===== config.mk =====
export PLATFORM = sky130hd
export DESIGN_NAME = vga_frame_grabber_flat
export DESIGN_NICKNAME = d
export VERILOG_FILES = /design/src/rtl/vga_frame_grabber_if.sv /design/src/rtl/vga_frame_grabber.sv /design/src/flat_wrapper.sv
export SDC_FILE = /design/constraint.sdc
export NUM_CORES = 1
export LEC_CHECK = 0
export CORE_ASPECT_RATIO = 2
export CORE_MARGIN = 5
export CORE_UTILIZATION = 58
export CTS_BUF_LIST = sky130_fd_sc_hd__clkbuf_8
export DETAILED_ROUTE_END_ITERATION = 10
export GPL_ROUTABILITY_DRIVEN = 0
export PLACE_DENSITY = 0.81
export SYNTH_ARGS = -nofsm -noshare
export SYNTH_HDL_FRONTEND = slang
export SYNTH_SLANG_ARGS = --single-unit

===== constraint.sdc =====
create_clock -name CLOCK_25 -period 2.4 [get_ports CLOCK_25]
set_input_delay 0.24 -clock CLOCK_25 [delete_from_list [all_inputs] [get_ports CLOCK_25]]
set_output_delay 0.24 -clock CLOCK_25 [all_outputs]
set_load 0.01 [all_outputs]

===== src/rtl/vga_frame_grabber_if.sv =====
// ---------------------------------------------------------------------------
// vga_frame_grabber_if
// Pixel stream leaving the frame grabber: one BGR word per beat, with
// start-of-frame and end-of-line markers, valid/ready handshake.
//   pix_data  : {B,G,R} pixel word (DATA_W = 3 * colour width)
//   pix_sof   : first pixel of a frame
//   pix_eol   : last kept pixel of a line
//   pix_valid : head word present
//   pix_ready : consumer takes the head word this cycle
// master = grabber side, slave = consumer side.
// ---------------------------------------------------------------------------
interface vga_frame_grabber_if #(
  parameter int DATA_W = 24
) ();
  logic [DATA_W-1:0] pix_data;
  logic              pix_sof;
  logic              pix_eol;
  logic              pix_valid;
  logic              pix_ready;

  modport master (
    output pix_data, pix_sof, pix_eol, pix_valid,
    input  pix_ready
  );

  modport slave (
    input  pix_data, pix_sof, pix_eol, pix_valid,
    output pix_ready
  );
endinterface


===== src/rtl/vga_frame_grabber.sv =====
// ---------------------------------------------------------------------------
// vga_frame_grabber
// Taps the VGA output (RGB, blank, vsync) on the pixel clock and, on request,
// captures one or more whole frames starting at the next complete vsync
// pulse. Active pixels are optionally decimated in both axes, tagged with
// frame/line markers and queued in a small FIFO drained over a valid/ready
// stream.
//
// Ports:
//   CLOCK_25, Reset        : pixel clock, synchronous active-high reset
//   VGA_R/G/B, VGA_BLANK_N : pixel colour and active-video flag
//   VGA_VS                 : vertical sync, active low
//   capture_req/num_frames : start pulse and number of frames to take
//   pix (master)           : output pixel stream {B,G,R} + sof/eol
//   busy                   : engine not idle
//   frame_done/frame_err   : per-frame pulse, err marks an aborted frame
//   overflow               : sticky, a kept pixel was dropped on full FIFO
//
// Optional feature, macro VGA_GRAB_CSUM_EN:
//   adds frame_csum[31:0], the 32-bit wrapping sum of all kept pixel words
//   of the last completed frame (dropped pixels included).
// ---------------------------------------------------------------------------
module vga_frame_grabber #(
  parameter int H_ACTIVE   = 640,
  parameter int V_ACTIVE   = 480,
  parameter int COLOR_W    = 8,
  parameter int FIFO_DEPTH = 16,
  parameter int DECIM      = 1
) (
  input  logic                CLOCK_25,
  input  logic                Reset,
  input  logic [COLOR_W-1:0]  VGA_R,
  input  logic [COLOR_W-1:0]  VGA_G,
  input  logic [COLOR_W-1:0]  VGA_B,
  input  logic                VGA_BLANK_N,
  input  logic                VGA_VS,
  input  logic                capture_req,
  input  logic [7:0]          num_frames,
  vga_frame_grabber_if.master pix,
  output logic                busy,
  output logic                frame_done,
  output logic                frame_err,
  output logic                overflow
`ifdef VGA_GRAB_CSUM_EN
  ,
  output logic [31:0]         frame_csum
`endif
);

  localparam int PIX_W  = 3 * COLOR_W;
  localparam int ENT_W  = PIX_W + 2;
  localparam int PTR_W  = $clog2(FIFO_DEPTH);
  localparam int CNT_W  = PTR_W + 1;
  localparam int COL_W  = $clog2(H_ACTIVE + 1);
  localparam int LINE_W = $clog2(V_ACTIVE + 1);

  localparam logic [COL_W-1:0]  COL_MAX   = COL_W'(H_ACTIVE);
  localparam logic [COL_W-1:0]  COL_EOL   = COL_W'(H_ACTIVE - DECIM);
  localparam logic [COL_W-1:0]  COL_MASK  = COL_W'(DECIM - 1);
  localparam logic [LINE_W-1:0] LINE_MASK = LINE_W'(DECIM - 1);
  localparam logic [LINE_W-1:0] LINE_LAST = LINE_W'(V_ACTIVE - 1);
  localparam logic [CNT_W-1:0]  CNT_FULL  = CNT_W'(FIFO_DEPTH);

  typedef enum logic [1:0] {
    S_IDLE    = 2'd0,
    S_ARMED   = 2'd1,
    S_CAPTURE = 2'd2
  } state_t;

  state_t              state_q, state_d;
  logic [7:0]          frames_left_q, frames_left_d;
  logic                seen_fall_q, seen_fall_d;   // vsync fall seen while armed
  logic [COL_W-1:0]    col_q, col_d;
  logic [LINE_W-1:0]   line_q, line_d;
  logic                vs_q, blank_q;              // previous-cycle sync copies
  logic                stg_vld_q, stg_vld_d;       // sampled pixel awaiting FIFO write
  logic [ENT_W-1:0]    stg_ent_q, stg_ent_d;       // {sof, eol, B, G, R}
  logic [ENT_W-1:0]    mem_q [FIFO_DEPTH];
  logic [PTR_W-1:0]    wr_ptr_q, wr_ptr_d, rd_ptr_q, rd_ptr_d;
  logic [CNT_W-1:0]    cnt_q, cnt_d;
  logic                valid_q, valid_d;
  logic                busy_q, busy_d;
  logic                done_q, done_d;
  logic                err_q, err_d;
  logic                ovf_q, ovf_d;
`ifdef VGA_GRAB_CSUM_EN
  logic [31:0]         csum_acc_q, csum_acc_d, csum_q, csum_d;
`endif

  logic vs_fall_s, vs_rise_s, blank_fall_s, frame_end_s, abort_s;
  logic keep_s, full_s, push_s, pop_s;

  // Next-state logic: sync edge detection, capture FSM, counters and FIFO pointers.
  always_comb begin
    vs_fall_s    = vs_q & ~VGA_VS;
    vs_rise_s    = ~vs_q & VGA_VS;
    blank_fall_s = blank_q & ~VGA_BLANK_N;
    frame_end_s  = blank_fall_s && (line_q == LINE_LAST);
    // a normal frame end wins over a coincident vsync fall
    abort_s      = vs_fall_s && !frame_end_s;
    keep_s       = VGA_BLANK_N && (col_q < COL_MAX) &&
                   ((col_q & COL_MASK) == {COL_W{1'b0}}) &&
                   ((line_q & LINE_MASK) == {LINE_W{1'b0}});
    // room is judged before any same-cycle pop
    full_s       = (cnt_q == CNT_FULL);
    push_s       = stg_vld_q && !full_s;
    pop_s        = valid_q && pix.pix_ready;

    state_d       = state_q;
    frames_left_d = frames_left_q;
    seen_fall_d   = seen_fall_q;
    col_d         = col_q;
    line_d        = line_q;
    stg_vld_d     = 1'b0;
    stg_ent_d     = stg_ent_q;
    done_d        = 1'b0;
    err_d         = 1'b0;
    ovf_d         = ovf_q | (stg_vld_q & full_s);
`ifdef VGA_GRAB_CSUM_EN
    csum_acc_d    = csum_acc_q;
    csum_d        = csum_q;
`endif

    case (state_q)
      S_IDLE: begin
        if (capture_req && (num_frames != 8'd0)) begin
          state_d       = S_ARMED;
          frames_left_d = num_frames;
          seen_fall_d   = 1'b0;
          ovf_d         = stg_vld_q & full_s;
        end else begin
          state_d = S_IDLE;
        end
      end
      S_ARMED: begin
        // capture starts at the end of a complete vsync pulse
        if (seen_fall_q && vs_rise_s) begin
          state_d = S_CAPTURE;
          col_d   = {COL_W{1'b0}};
          line_d  = {LINE_W{1'b0}};
`ifdef VGA_GRAB_CSUM_EN
          csum_acc_d = 32'd0;
`endif
        end else if (vs_fall_s) begin
          seen_fall_d = 1'b1;
        end else begin
          seen_fall_d = seen_fall_q;
        end
      end
      S_CAPTURE: begin
        if (blank_fall_s) begin
          line_d = line_q + LINE_W'(1);
          col_d  = {COL_W{1'b0}};
        end else if (VGA_BLANK_N) begin
          col_d = (col_q < COL_MAX) ? col_q + COL_W'(1) : col_q;
          if (keep_s) begin
            stg_vld_d = 1'b1;
            stg_ent_d = {(col_q == {COL_W{1'b0}}) && (line_q == {LINE_W{1'b0}}),
                         (col_q == COL_EOL), VGA_B, VGA_G, VGA_R};
`ifdef VGA_GRAB_CSUM_EN
            csum_acc_d = csum_acc_q + 32'({VGA_B, VGA_G, VGA_R});
`endif
          end else begin
            stg_vld_d = 1'b0;
          end
        end else begin
          col_d = col_q;
        end

        if (frame_end_s || abort_s) begin
          done_d        = 1'b1;
          err_d         = abort_s;
          frames_left_d = frames_left_q - 8'd1;
`ifdef VGA_GRAB_CSUM_EN
          if (frame_end_s) begin
            csum_d = csum_acc_q;
          end else begin
            csum_d = csum_q;
          end
`endif
          if (frames_left_q == 8'd1) begin
            state_d = S_IDLE;
          end else begin
            state_d     = S_ARMED;
            // the aborting vsync low already counts as the falling edge
            seen_fall_d = abort_s;
          end
        end else begin
          state_d = S_CAPTURE;
        end
      end
      default: begin
        state_d = S_IDLE;
      end
    endcase

    wr_ptr_d = push_s ? wr_ptr_q + PTR_W'(1) : wr_ptr_q;
    rd_ptr_d = pop_s  ? rd_ptr_q + PTR_W'(1) : rd_ptr_q;
    cnt_d    = cnt_q + CNT_W'(push_s) - CNT_W'(pop_s);
    valid_d  = (cnt_d != {CNT_W{1'b0}});
    busy_d   = (state_d != S_IDLE);
  end

  // State, counter, FIFO and output registers with synchronous reset.
  always_ff @(posedge CLOCK_25) begin
    if (Reset) begin
      state_q       <= S_IDLE;
      frames_left_q <= 8'd0;
      seen_fall_q   <= 1'b0;
      col_q         <= {COL_W{1'b0}};
      line_q        <= {LINE_W{1'b0}};
      vs_q          <= 1'b1;
      blank_q       <= 1'b0;
      stg_vld_q     <= 1'b0;
      stg_ent_q     <= {ENT_W{1'b0}};
      for (int i = 0; i < FIFO_DEPTH; i++) begin
        mem_q[i] <= {ENT_W{1'b0}};
      end
      wr_ptr_q      <= {PTR_W{1'b0}};
      rd_ptr_q      <= {PTR_W{1'b0}};
      cnt_q         <= {CNT_W{1'b0}};
      valid_q       <= 1'b0;
      busy_q        <= 1'b0;
      done_q        <= 1'b0;
      err_q         <= 1'b0;
      ovf_q         <= 1'b0;
`ifdef VGA_GRAB_CSUM_EN
      csum_acc_q    <= 32'd0;
      csum_q        <= 32'd0;
`endif
    end else begin
      state_q       <= state_d;
      frames_left_q <= frames_left_d;
      seen_fall_q   <= seen_fall_d;
      col_q         <= col_d;
      line_q        <= line_d;
      vs_q          <= VGA_VS;
      blank_q       <= VGA_BLANK_N;
      stg_vld_q     <= stg_vld_d;
      stg_ent_q     <= stg_ent_d;
      if (push_s) begin
        mem_q[wr_ptr_q] <= stg_ent_q;
      end
      wr_ptr_q      <= wr_ptr_d;
      rd_ptr_q      <= rd_ptr_d;
      cnt_q         <= cnt_d;
      valid_q       <= valid_d;
      busy_q        <= busy_d;
      done_q        <= done_d;
      err_q         <= err_d;
      ovf_q         <= ovf_d;
`ifdef VGA_GRAB_CSUM_EN
      csum_acc_q    <= csum_acc_d;
      csum_q        <= csum_d;
`endif
    end
  end

  assign pix.pix_data  = mem_q[rd_ptr_q][PIX_W-1:0];
  assign pix.pix_sof   = mem_q[rd_ptr_q][ENT_W-1];
  assign pix.pix_eol   = mem_q[rd_ptr_q][ENT_W-2];
  assign pix.pix_valid = valid_q;
  assign busy          = busy_q;
  assign frame_done    = done_q;
  assign frame_err     = err_q;
  assign overflow      = ovf_q;
`ifdef VGA_GRAB_CSUM_EN
  assign frame_csum    = csum_q;
`endif

endmodule


===== src/flat_wrapper.sv =====
// flat-port wrapper written by rule: the top's interface ports become plain ports
module vga_frame_grabber_flat 
#(
  parameter int H_ACTIVE   = 640,
  parameter int V_ACTIVE   = 480,
  parameter int COLOR_W    = 8,
  parameter int FIFO_DEPTH = 16,
  parameter int DECIM      = 1
)
  (CLOCK_25, Reset, VGA_R, VGA_G, VGA_B, VGA_BLANK_N, VGA_VS, capture_req, num_frames, busy, frame_done, frame_err, overflow, pix_pix_data, pix_pix_sof, pix_pix_eol, pix_pix_valid, pix_pix_ready);
  vga_frame_grabber_if #(.DATA_W(3*(8))) pix_i ();
  input  logic CLOCK_25;
  input  logic Reset;
  input  logic [COLOR_W-1:0] VGA_R;
  input  logic [COLOR_W-1:0] VGA_G;
  input  logic [COLOR_W-1:0] VGA_B;
  input  logic VGA_BLANK_N;
  input  logic VGA_VS;
  input  logic capture_req;
  input  logic [7:0] num_frames;
  output logic busy;
  output logic frame_done;
  output logic frame_err;
  output logic overflow;
  output wire logic [$bits(pix_i.pix_data)-1:0] pix_pix_data;
  output wire logic [$bits(pix_i.pix_sof)-1:0] pix_pix_sof;
  output wire logic [$bits(pix_i.pix_eol)-1:0] pix_pix_eol;
  output wire logic [$bits(pix_i.pix_valid)-1:0] pix_pix_valid;
  input wire logic [$bits(pix_i.pix_ready)-1:0] pix_pix_ready;
  assign pix_pix_data = pix_i.pix_data;
  assign pix_pix_sof = pix_i.pix_sof;
  assign pix_pix_eol = pix_i.pix_eol;
  assign pix_pix_valid = pix_i.pix_valid;
  assign pix_i.pix_ready = pix_pix_ready;
  vga_frame_grabber #(.H_ACTIVE(H_ACTIVE), .V_ACTIVE(V_ACTIVE), .COLOR_W(COLOR_W), .FIFO_DEPTH(FIFO_DEPTH), .DECIM(DECIM)) u_core (.CLOCK_25(CLOCK_25), .Reset(Reset), .VGA_R(VGA_R), .VGA_G(VGA_G), .VGA_B(VGA_B), .VGA_BLANK_N(VGA_BLANK_N), .VGA_VS(VGA_VS), .capture_req(capture_req), .num_frames(num_frames), .pix(pix_i), .busy(busy), .frame_done(frame_done), .frame_err(frame_err), .overflow(overflow));
endmodule

==> results by group <==
Outcome
  • Status: finished with violations
  • Violated checks: setup timing

Timing
  • Pins Over Slew Limit: 0
  • Final clock skew: 0.02365 ns
  • Period utilisation layout: 119.3%
  • Final Hold Vio Count: 0
  • Minimum clock period: 2.863 ns
  • Achievable frequency: 349.3 MHz
  • RSZ-0062 raised after global routing: yes
  • Worst Tran Pin Value: 0.8924 ns
  • Slew margin rel.: 40.15%
  • Final setup fails: 61
  • Setup ws final: -0.4626 ns

Synthesis
  • Post-Syn Nets: 1589
  • Number of synthesized flops with an enable pin: 416
  • Post-Synth Simple-Gate Area: 16.56%
  • Async S/R FF share, synth: 0%
  • Synth Area in Compound Gates: 2.159%
  • Cells after synthesis: 1529
  • Cell Area, Synth: 22430 um^2
  • FF+latch count, synth: 497
  • Avg Synthesized Cell Area: 14.67 um^2
  • Main synth FF type: edfxtp_1
  • Sequential fraction of the synthesis area: 62.93%
  • Synth Area in Adders: 1.261%
  • Post-synthesis mux area share: 13.29%
  • Synth cell types: 56
  • Xor-xnor portion of the synthesized cell area: 1.015%
  • YS warnings: 0
  • Largest family of logic cells by synthesized area: simple AND/OR/NAND/NOR gates

Setup path
  • CP Class: reg2out
  • CP Data Required Time: 2.16 ns
  • Worst R2R Setup Slack: -0.02 ns
  • Worst R2R End: u_core.mem_q[14][2]
  • Crit. End Element: primary output
  • Critical Path AT: 2.62 ns
  • R2R depth: 12
  • R2R Path Start: u_core.cnt_q[3]
  • Startpoint types: flip-flop
  • Max FO, Critical Path: 6

Cells and area
  • Most frequent cells in the layout: and2_1, edfxtp_1, mux4_2
  • NumNets Final: 1761
  • Most common cell after layout, fill and taps aside: and2_1
  • Ratio of cells with drive above 1 in the final layout: 25.19%
  • Area delta synth->final: 18.85%
  • Final cell utilization of the core: 69.16%
  • Final non-filler cell area: 26660 um^2

GRT
  • Met2 usage: 49.03%
  • Tot GR Track Use: 27.99%
  • Gr busiest metal: met2
  • Vias in the first global route: 14550
  • Grt ovf: 0
  • Met1 layer usage reported by global route: 33.38%
  • First-pass GRT wire length: 87.77 mm
  • Antenna violations before repair: 2
  • Grt met3 use: 4.347%
  • Largest net degree at the start of global routing: 46

Die
  • Die Span Y: 288.1 um
  • Die Wd: 149.0 um
  • Core area: 38540 um^2
  • Die Footprint: 42940 um^2
  • Row count: 102
  • Starting Density: 58.19%
  • Top Ports: 69

Clock tree
  • # clock sinks: 497
  • Worst-path clk slew: 0.07 ns
  • Worst-skew pair later-pin latency: 0.63 ns
  • TritonCTS clock tree: done
  • Clk buf depth: 3
  • CTS Buf Count: 66
  • H-tree levels: 3
  • Root buffer cell: clkbuf_8

Hold path
  • Startpoint of the worst hold path: VGA_R[5]
  • Worst hold path class: in2reg
  • Worst Hold Path EP: u_core.stg_ent_q[5]
  • Hold Crit Depth: 3

Pwr
  • Power density over cell area: 710.6 nW/um^2
  • Leak: 9.714 nW
  • Peak supply drop: 539.1 uV

Route
  • Via count: 13740
  • Detail Route Antenna Nets: 0
  • Drt pass-1 iters: 6
  • DRC violations left: 0
  • Initial DRC Count: 1543
  • DR vias/cell: 6.047
  • Avg WL per Cell: 26.16 um
  • DRT Wirelength: 59.44 mm

Flow run
  • Max-cap violations: 0

Placed design
  • Port buffer count: 68
  • Placed Area: 24740 um^2
  • DP HPWL: 36.66 mm
==> what timing repair did <==
item,in CTS,in global routing
resized for setup,169,25
buffers inserted,14,13
cloned,7,5
setup endpoints to repair,434,348
pin swaps,2,9
hold buffers,0,0
==> per-layer routing <==
metal,up-vias,wire [um]
met1,6938,20090
li1,5893,-
met5,-,0
met3,183,4487
met2,724,31460
met4,0,3393
==> flip-flops by register name, indices dropped and copies added, names as in the netlist, 2 cells and up, named ones only <==
signal and flops:
u_core.state_q 2, u_core.mem_q 416, u_core.stg_ent_q 26, u_core.frames_left_q 8, u_core.col_q 10, u_core.cnt_q 5
u_core.wr_ptr_q 4, u_core.rd_ptr_q 4, u_core.line_q 9
==> power breakdown <==
| group | internal [mW] | switching (mW) | leakage (nW) | total, mW |
|---|---|---|---|---|
| Clock | 2.95 | 3.07 | 0.713 | 6.02 |
| Sequential | 9.62 | 0.146 | 4.94 | 9.77 |
| Combinational | 1.83 | 1.33 | 4.06 | 3.16 |
==> critical path, stage by stage, from the launching register on <==
cell and delay (ns):
dfxtp_4 0.42, buf_4 0.15, buf_12 0.13, buf_6 0.10, mux4_2 0.56, mux4_2 0.50, buf_6 0.14
==> per-stage QoR <==
step	cells	worst slack, ns	hold slack [ns]	power [mW]	setup TNS [ns]
finish	2272	-0.4626	0.1677	18.94	-10.42
global route	2272	-0.5274	0.1717	19.61	-17.82
CTS	2257	-0.4918	0.1371	19.00	-11.42
detailed placement	2119	-0.1267	0.4808	12.65	-14.23
global placement	2119	-0.09605	0.4603	12.57	-2.489
floorplan	1529	0.004274	0.3466	11.59	0
==> how the worst max path moves through the flow <==
| stage | end | from | slack, ns |
|---|---|---|---|
| floorplan | u_core.pix.pix_valid | u_core.cnt_q[2] | 0.004 |
| global placement | u_core.pix.pix_valid | pix_pix_ready | -0.1 |
| detailed placement | pix_pix_data[14] | flip-flop | -0.13 |
| CTS | pix_pix_data[14] | flip-flop | -0.49 |
| global route | pix_pix_data[16] | flip-flop | -0.53 |
| finish | pix_pix_data[2] | flip-flop | -0.46 |
==> Yosys cell counts, types with 8 or more instances <==
master | n | area, um^2
a21oi_1 | 40 | 200.2
edfxtp_1 | 416 | 12490
mux4_2 | 124 | 2793
inv_1 | 23 | 86.33
nor4_1 | 8 | 50.05
clkbuf_1 | 84 | 315.3
nand2b_1 | 9 | 56.30
or2_2 | 18 | 112.6
dfxtp_1 | 81 | 1622
nand2_1 | 68 | 255.2
xor2_1 | 13 | 113.9
and2_1 | 418 | 2615
o21ai_0 | 9 | 45.04
xnor2_1 | 13 | 113.9
ha_1 | 21 | 262.8
nor3_1 | 9 | 45.04
buf_2 | 10 | 50.05
nor2b_1 | 10 | 62.56
buf_1 | 10 | 37.54
nor2_1 | 58 | 217.7
==> cell type report <==
cell class                      count  area (um^2)
Tap cell                          520        650.6
Multi-Input combinational cell    896         7819
Sequential cell                   497        14120
Clock buffer                       71        977.2
Antenna cell                        1        2.502
Inverter                           23        86.33
Clock inverter                     47        245.2
Timing Repair Buffer              217         2750
Fill cell                        2504        11890
==> kinds of logic (layout without fill, tap and decap cells) <==
logic type               count (synthesis)  after routing
other                                    0              1
adder cells (fa/ha/maj)                 22             22
AND/OR/NAND/NOR                        639            639
multiplexers                           133            133
flip-flops                             497            497
buffers and inverters                  136            358
AO/OA/AOI/OAI                           76             76
XOR/XNOR                                26             26
No activity file was read; power rests on OpenSTA's default activity.
